`src/rtl/serial_code_pkg.sv`:
```
// Shared constants and helpers for the serial Excess-3 <-> BCD digit converter.
package serial_code_pkg;

    localparam int unsigned DIGIT_W = 4;
    localparam int unsigned BIT_CW  = 2;

    // Adjust constant: add or subtract 3 on every digit.
    localparam logic [DIGIT_W-1:0] K_ADJ = 4'b0011;

    localparam logic MODE_XS3_TO_BCD = 1'b0;
    localparam logic MODE_BCD_TO_XS3 = 1'b1;

    localparam logic [DIGIT_W-1:0] XS3_MIN = 4'd3;
    localparam logic [DIGIT_W-1:0] XS3_MAX = 4'd12;
    localparam logic [DIGIT_W-1:0] BCD_MAX = 4'd9;

    // True when the input digit is not a legal code for the selected direction.
    function automatic logic code_illegal(input logic [DIGIT_W-1:0] digit, input logic mode);
        if (mode == MODE_XS3_TO_BCD) begin
            return (digit < XS3_MIN) || (digit > XS3_MAX);
        end
        return digit > BCD_MAX;
    endfunction

endpackage

```
`src/rtl/serial_adj_cell.sv`:
```
// One-bit serial add/subtract cell: combinational sum/difference bit, registered carry/borrow.
module serial_adj_cell
    import serial_code_pkg::*;
(
    input  logic clk,
    input  logic rst,
    input  logic x,
    input  logic k,
    input  logic mode,
    input  logic clear,
    input  logic en,
    output logic z,
    output logic cb_q
);

    logic cb_in;
    logic cb_next;
    logic cb_d;

    // Sum/difference bit and next carry (add) or borrow (subtract).
    always_comb begin
        cb_in = clear ? 1'b0 : cb_q;
        z     = x ^ k ^ cb_in;
        if (mode == MODE_BCD_TO_XS3) begin
            cb_next = (x & k) | (x & cb_in) | (k & cb_in);
        end else begin
            cb_next = (~x & k) | (~x & cb_in) | (k & cb_in);
        end
        cb_d = en ? cb_next : cb_q;
    end

    // Carry/borrow register; only moves on an accepted bit.
    always_ff @(posedge clk) begin
        if (rst) begin
            cb_q <= 1'b0;
        end else begin
            cb_q <= cb_d;
        end
    end

endmodule

```
`src/rtl/serial_code_conv.sv`:
```
// Bit-serial Excess-3 <-> BCD converter with per-digit error flags and word assembly.
module serial_code_conv
    import serial_code_pkg::*;
#(
    parameter int unsigned NDIGITS = 4,
    parameter int unsigned CW      = BIT_CW
) (
    input  logic                   Clk,
    input  logic                   Rst,
    input  logic                   X,
    input  logic                   In_Valid,
    input  logic                   Mode,
    output logic                   Z,
    output logic                   Z_Valid,
    output logic                   Digit_Done,
    output logic                   Digit_Err,
    output logic                   Word_Done,
    output logic                   Word_Err,
    output logic [4*NDIGITS-1:0]   Word_Out
);

    localparam int unsigned DW = (NDIGITS > 1) ? $clog2(NDIGITS) : 1;

    logic [CW-1:0]          bit_q, bit_d;
    logic [DW-1:0]          digit_idx_q, digit_idx_d;
    logic                   mode_q, mode_d;
    logic [DIGIT_W-2:0]     shift_q, shift_d;
    logic [DIGIT_W-2:0]     hist_q, hist_d;
    logic                   err_acc_q, err_acc_d;
    logic [4*NDIGITS-1:0]   slots_q, slots_d;
    logic                   digit_done_q, digit_done_d;
    logic                   digit_err_q, digit_err_d;
    logic                   word_done_q, word_done_d;
    logic                   word_err_q, word_err_d;
    logic [4*NDIGITS-1:0]   word_out_q, word_out_d;

    logic                   accept;
    logic                   first_bit;
    logic                   last_bit;
    logic                   last_digit;
    logic                   eff_mode;
    logic                   k_bit;
    logic                   z_bit;
    logic                   cb_unused;
    logic [DIGIT_W-1:0]     in_digit;
    logic [DIGIT_W-1:0]     conv_digit;
    logic                   digit_bad;

    // Bit-position decode and effective mode (Mode is only honoured at bit 0).
    always_comb begin
        accept     = In_Valid & ~Rst;
        first_bit  = (bit_q == '0);
        last_bit   = (bit_q == CW'(DIGIT_W - 1));
        last_digit = (digit_idx_q == DW'(NDIGITS - 1));
        eff_mode   = first_bit ? Mode : mode_q;
        k_bit      = K_ADJ[bit_q];
        in_digit   = {X, hist_q};
        conv_digit = {z_bit, shift_q};
        digit_bad  = code_illegal(in_digit, eff_mode);
    end

    serial_adj_cell u_cell (
        .clk   (Clk),
        .rst   (Rst),
        .x     (X),
        .k     (k_bit),
        .mode  (eff_mode),
        .clear (first_bit),
        .en    (accept),
        .z     (z_bit),
        .cb_q  (cb_unused)
    );

    // Next-state for counters, shift/history registers, error accumulation and word assembly.
    always_comb begin
        bit_d        = bit_q;
        digit_idx_d  = digit_idx_q;
        mode_d       = mode_q;
        shift_d      = shift_q;
        hist_d       = hist_q;
        err_acc_d    = err_acc_q;
        slots_d      = slots_q;
        digit_done_d = 1'b0;
        digit_err_d  = 1'b0;
        word_done_d  = 1'b0;
        word_err_d   = 1'b0;
        word_out_d   = word_out_q;

        if (accept) begin
            shift_d = {z_bit, shift_q[DIGIT_W-2:1]};
            hist_d  = {X, hist_q[DIGIT_W-2:1]};
            bit_d   = bit_q + 1'b1;
            if (first_bit) begin
                mode_d = Mode;
            end
            if (last_bit) begin
                digit_done_d = 1'b1;
                digit_err_d  = digit_bad;
                slots_d[int'(digit_idx_q)*DIGIT_W +: DIGIT_W] = conv_digit;
                if (last_digit) begin
                    digit_idx_d = '0;
                    word_done_d = 1'b1;
                    word_err_d  = err_acc_q | digit_bad;
                    word_out_d  = slots_d;
                    err_acc_d   = 1'b0;
                end else begin
                    digit_idx_d = digit_idx_q + 1'b1;
                    err_acc_d   = err_acc_q | digit_bad;
                end
            end
        end
    end

    // State registers with synchronous reset; reset discards any partial digit or word.
    always_ff @(posedge Clk) begin
        if (Rst) begin
            bit_q        <= '0;
            digit_idx_q  <= '0;
            mode_q       <= 1'b0;
            shift_q      <= '0;
            hist_q       <= '0;
            err_acc_q    <= 1'b0;
            slots_q      <= '0;
            digit_done_q <= 1'b0;
            digit_err_q  <= 1'b0;
            word_done_q  <= 1'b0;
            word_err_q   <= 1'b0;
            word_out_q   <= '0;
        end else begin
            bit_q        <= bit_d;
            digit_idx_q  <= digit_idx_d;
            mode_q       <= mode_d;
            shift_q      <= shift_d;
            hist_q       <= hist_d;
            err_acc_q    <= err_acc_d;
            slots_q      <= slots_d;
            digit_done_q <= digit_done_d;
            digit_err_q  <= digit_err_d;
            word_done_q  <= word_done_d;
            word_err_q   <= word_err_d;
            word_out_q   <= word_out_d;
        end
    end

    // Output mapping; Z is Mealy from the live input bit.
    always_comb begin
        Z          = z_bit;
        Z_Valid    = accept;
        Digit_Done = digit_done_q;
        Digit_Err  = digit_err_q;
        Word_Done  = word_done_q;
        Word_Err   = word_err_q;
        Word_Out   = word_out_q;
    end

endmodule

```
`config.mk`:
```
export PLATFORM = sky130hd
export DESIGN_NAME = serial_code_conv
export DESIGN_NICKNAME = d
export VERILOG_FILES = /design/src/rtl/serial_code_pkg.sv /design/src/rtl/serial_adj_cell.sv /design/src/rtl/serial_code_conv.sv
export SDC_FILE = /design/constraint.sdc
export NUM_CORES = 1
export LEC_CHECK = 0
export ABC_CLOCK_PERIOD_IN_PS = 4000
export CAP_MARGIN = 0
export CORE_MARGIN = 2
export CORE_UTILIZATION = 45
export CTS_BUF_LIST = sky130_fd_sc_hd__clkbuf_16
export CTS_CLUSTER_SIZE = 14
export DETAILED_ROUTE_END_ITERATION = 6
export PLACE_DENSITY = 0.71
export SKIP_LAST_GASP = 1
export SYNTH_ARGS = -nofsm -noshare
export SYNTH_HDL_FRONTEND = slang
export SYNTH_HIERARCHICAL = 1
export SYNTH_SLANG_ARGS = --single-unit
```
`constraint.sdc`:
```
create_clock -name Clk -period 4 [get_ports Clk]
set_input_delay 1.2 -clock Clk [delete_from_list [all_inputs] [get_ports Clk]]
set_output_delay 1.2 -clock Clk [all_outputs]
set_load 0.01 [all_outputs]
```
Word level (Yosys, flattened, before mapping):

Index checks and enable logic that the tools add are counted.

* register bits: 49
* input port bits: 5
* output and inout port bits: 22
* word-level logic and storage cells: 60

* $add $sub $neg: 3
* order comparisons: 4
* equal/unequal tests: 2
* shift-type cells: 2
* mux-type cells: 11
* bitwise operators: 18
* reductions and logical operators: 7

Operator list (count)
* 4-bit negator with 34-bit output: 1
* 4-bit by 34-bit variable shift with 16-bit output (first input constant): 1
* 4-bit by 34-bit variable part select with 16-bit output: 1
* 16-bit bitwise mux: 1
* 4-bit greater-than comparator (second input constant): 2
* 1-bit 2-to-1 mux: 8
* 1-bit AND: 6
* 1-bit inverter: 5
* 1-bit bitwise OR: 5
* 2-bit by 1-bit adder with 2-bit output (second input constant): 2
* 2-bit equality test (second input constant): 2
* 4-bit by 2-bit < comparator with 1-bit output (second input constant): 1
* 4-bit OR reduction: 1
* 2-bit by 3-bit < comparator with 1-bit output (second input constant): 1
* 3-bit AND reduction: 1
* 3-bit OR reduction: 1
* 1-bit binary-select mux with 2-bit select: 1
* 2-bit logical NOT: 1
* 2-bit 2-to-1 mux: 1
* 2-bit AND reduction: 1
* 2-bit OR reduction: 1
* 1-bit XOR: 2
* 1-bit logical OR: 1

Logic depth before layout (Yosys ltp):

* depth in word-level cells: 6
* gate-level depth with buffers: 7
* depth with buffers taken out: 7

By module:

Netlist, hierarchy kept.

Modules (own cells, without submodules)
* serial_code_conv: times used 1, cells each 183, area each 1803.0 µm², seq. area each 880.8 µm²
* serial_adj_cell: times used 1, cells each 14, area each 133.9 µm², seq. area each 20.0 µm²

Least setup slack after synthesis:

Ideal clock, no wire load.

* path kind: input -> output
* from: input port X
* to: output port Z
* arrival: 1796 ps
* required time: 2800 ps
* slack: 1004 ps
* cell stages on the path: 3
* path buffers: 0
* cell sequence: inv_1 -> ha_1 -> xnor2_1

* word-level cells in the longest chain between the ends: 2

Ends and longest elaborated chain
* start, declared: RTL line serial_code_conv.sv:10 `input logic X,`
* 1-bit XOR (2 in series): RTL line serial_adj_cell.sv:23 `z = x ^ k ^ cb_in;`
* end, declared: RTL line serial_code_conv.sv:13 `output logic Z,`

Every way passes these cells.

Worst setup path in the final report:

* from: input port In_Valid
* to: output port Z_Valid

* word-level cells in the longest chain between the ends: 1

Ends and longest elaborated chain
* start, declared: RTL line serial_code_conv.sv:11 `input logic In_Valid,`
* 1-bit AND: RTL line serial_code_conv.sv:51 `accept = In_Valid & ~Rst;`
* end, declared: RTL line serial_code_conv.sv:14 `output logic Z_Valid,`

Every way passes these cells.

==> flow_summary.json <==
{
  "outcome": "completed",
  "power_switching_mw": 0.2117,
  "async_flop_share_pct": 0,
  "crit_path_max_fanout": 3,
  "swShare_pct": 22.84,
  "hold_viol": 0,
  "crit_type": "primary input to primary output",
  "drive_above_1_share_pct": 11.16,
  "syn-num-nets": 211,
  "period_share_pct": 92.41,
  "syn_avg_cell_area_um2": 9.832,
  "yosysSeqAreaShare_pct": 46.51,
  "hpwl_mm": 2.650,
  "tightestPinTransition_ns": 0.6031,
  "p_total_mw": 0.9266,
  "start_util_pct": 47.73,
  "grtUsageTotal_pct": 16.32,
  "vdd_drop_max_mv": 0.2351,
  "clock_sinks": 45,
  "cts_max_level": 2,
  "finClkSkew_ns": 0.003925,
  "dieArea_um2": 4845,
  "post_cts_buffers": 0,
  "fin_crit_ns": 3.696,
  "synth_edf_count": 0,
  "io_buffer_count": 26,
  "die_w_um": 69.61,
  "slew_headroom_pct": 59.64,
  "nets": 237,
  "power.density_nw_per_um2": 388.1,
  "yosys_register_bits": 45,
  "io_pins": 27,
  "layout_commonest_cell": "dfxtp_1",
  "drv_slew": 0,
  "worstPathRequired_ns": 2.80,
  "internal-power_mw": 0.7149,
  "setup_viol_count_final": 0,
  "leakage_nw": 0.9581,
  "cts_buffer_depth": 2,
  "final_cell_mix": "45 x dfxtp_1, 25 x clkdlybuf4s50_1, 13 x nor2_1",
  "min_path_type": "register to register",
  "seq_power_share_pct": 50.1,
  "gp_congestion": 0.8092,
  "p_comb_share_pct": 7.9,
  "rows": 23,
  "cts_tree": "done",
  "synth_area_um2": 1937,
  "antenna_found_initial": 0,
  "die_h_um": 69.61,
  "vias": 1493,
  "clockRootBuffer": "clkbuf_16",
  "netlist_instances": 197,
  "yosys_warnings": 6,
  "drtIter0Drc": 134,
  "pwr-share-clk_pct": 42.0,
  "synth_flop_cell": "dfxtp_1",
  "ant_nets": 0,
  "critPathCaptureType": "primary output",
  "cts_buffers": 5,
  "vias_per_cell": 5.449,
  "max_freq_mhz": 270.5,
  "grt_pass1_wl_mm": 6.348,
  "routedWlPerCell_um": 14.17,
  "startpoint_type": "primary input",
  "grt_max_degree": 28,
  "final_cells": 274,
  "syn2layout_area_growth_pct": 23.26,
  "drcViolationCount": 0,
  "grt_pass1_vias": 1367,
  "diodes": 0,
  "grt_setup_unrepaired": "false",
  "cap_violations": 0,
  "timing.setup.tns_ns": 0,
  "detail_route.first_pass.iterations": 4,
  "clk_latency_ns": 0.28,
  "ys_types": 42,
  "arrival_ns": 2.50,
  "place_inst": 266,
  "grt.overflow.total": 0,
  "wirelength_mm": 3.882,
  "clk_pin_slew_worst_paths_ns": 0.06,
  "core_um2": 4058
}
state kept, by name, indices dropped and copies added, names as in the netlist:
name	cells
bit_q	2
hist_q	3
u_cell/cb_q	1
Word_Err	1
digit_idx_q	2
slots_q	12
Digit_Err	1
Word_Done	1
mode_q	1
Word_Out	16
shift_q	3
err_acc_q	1
Digit_Done	1
power by group through the flow:
| stage | logic [mW] | registers [mW] | clock network, mW |
|---|---|---|---|
| 2_1_floorplan | 0.0533 | 0.469 | 0 |
| 3_3_place_gp | 0.0728 | 0.474 | 0 |
| 3_5_place_dp | 0.0737 | 0.474 | 0 |
| 4_1_cts | 0.0741 | 0.464 | 0.394 |
| 5_1_grt | 0.0797 | 0.465 | 0.415 |
| 6_report | 0.0730 | 0.464 | 0.389 |
metal layers:
layer | GRT usage, % | routed length, um | vias to the layer above
met5 | 0 | 0 | -
met4 | 6.536 | 50 | 0
met3 | 3.488 | 122 | 5
met2 | 26.18 | 1868 | 23
met1 | 21.33 | 1841 | 714
li1 | - | - | 751
cell type report:
type | count | area (um2)
fill | 364 | 1670
multi-input combinational | 129 | 943.4
clock inverter | 3 | 13.76
inverter | 11 | 41.29
timing repair buffer | 31 | 300.3
tap | 50 | 62.56
sequential | 45 | 900.9
clock buffer | 5 | 125.1
worst max-delay path, cell delays in order:
cell and delay (ns):
clkdlybuf4s50_1 0.50, nor2b_2 0.22, clkdlybuf4s50_1 0.57
cells by family (layout without fill, tap and decap cells):
group,Yosys count,in the layout,synth area share (%)
compound gates,54,54,20.61
mux,8,8,4.135
flops,45,45,46.51
buf+inv,23,50,4.780
simple gates,56,56,17.25
xor+xnor,2,2,0.9046
fa+ha+maj,9,9,5.814
per-stage QoR:
step	hold WS [ns]	cell area [um2]	worst slack [ns]	util, %
finish	0.4450	2387	0.3037	58.83
global route	0.4669	2387	0.2456	58.83
CTS	0.4487	2385	0.007204	58.77
detailed placement	0.4407	2246	0.01121	55.35
global placement	0.4379	2246	0.04435	55.35
floorplan	0.4342	1937	1.004	-
cells in the mapped netlist, types with 5 or more instances:
cell type | count | share of area (%)
dfxtp_1 | 45 | 47
nor2_1 | 13 | 2.5
a22o_1 | 11 | 5.0
nand2_1 | 11 | 2.1
inv_1 | 10 | 1.9
ha_1 | 9 | 5.8
mux2i_1 | 8 | 4.1
a21oi_1 | 7 | 1.8
clkbuf_1 | 7 | 1.4
nand2b_1 | 7 | 2.3
a221oi_1 | 5 | 2.3
buf_2 | 5 | 1.3
nand3b_1 | 5 | 1.9
o21ai_1 | 5 | 1.3
path summary, 6_finish.rpt:
kind / start / end / slack [ns] / depth (start not counted)
worst min-delay path: Word_Out[6] / Word_Out[6] / 0.45 / 2
worst min register to register: Word_Out[6] / Word_Out[6] / 0.45 / 2
worst max register to register: digit_idx_q[0] / slots_q[1] / 1.95 / 5
worst max-delay path: In_Valid / Z_Valid / 0.30 / 3
repair_timing:
item	in CTS	in global routing
gates resized for setup	0	1
setup endpoints to repair	0	1
hold buffers	0	0
hold endpoints to repair	0	0
(Power assumes the default switching activity.)
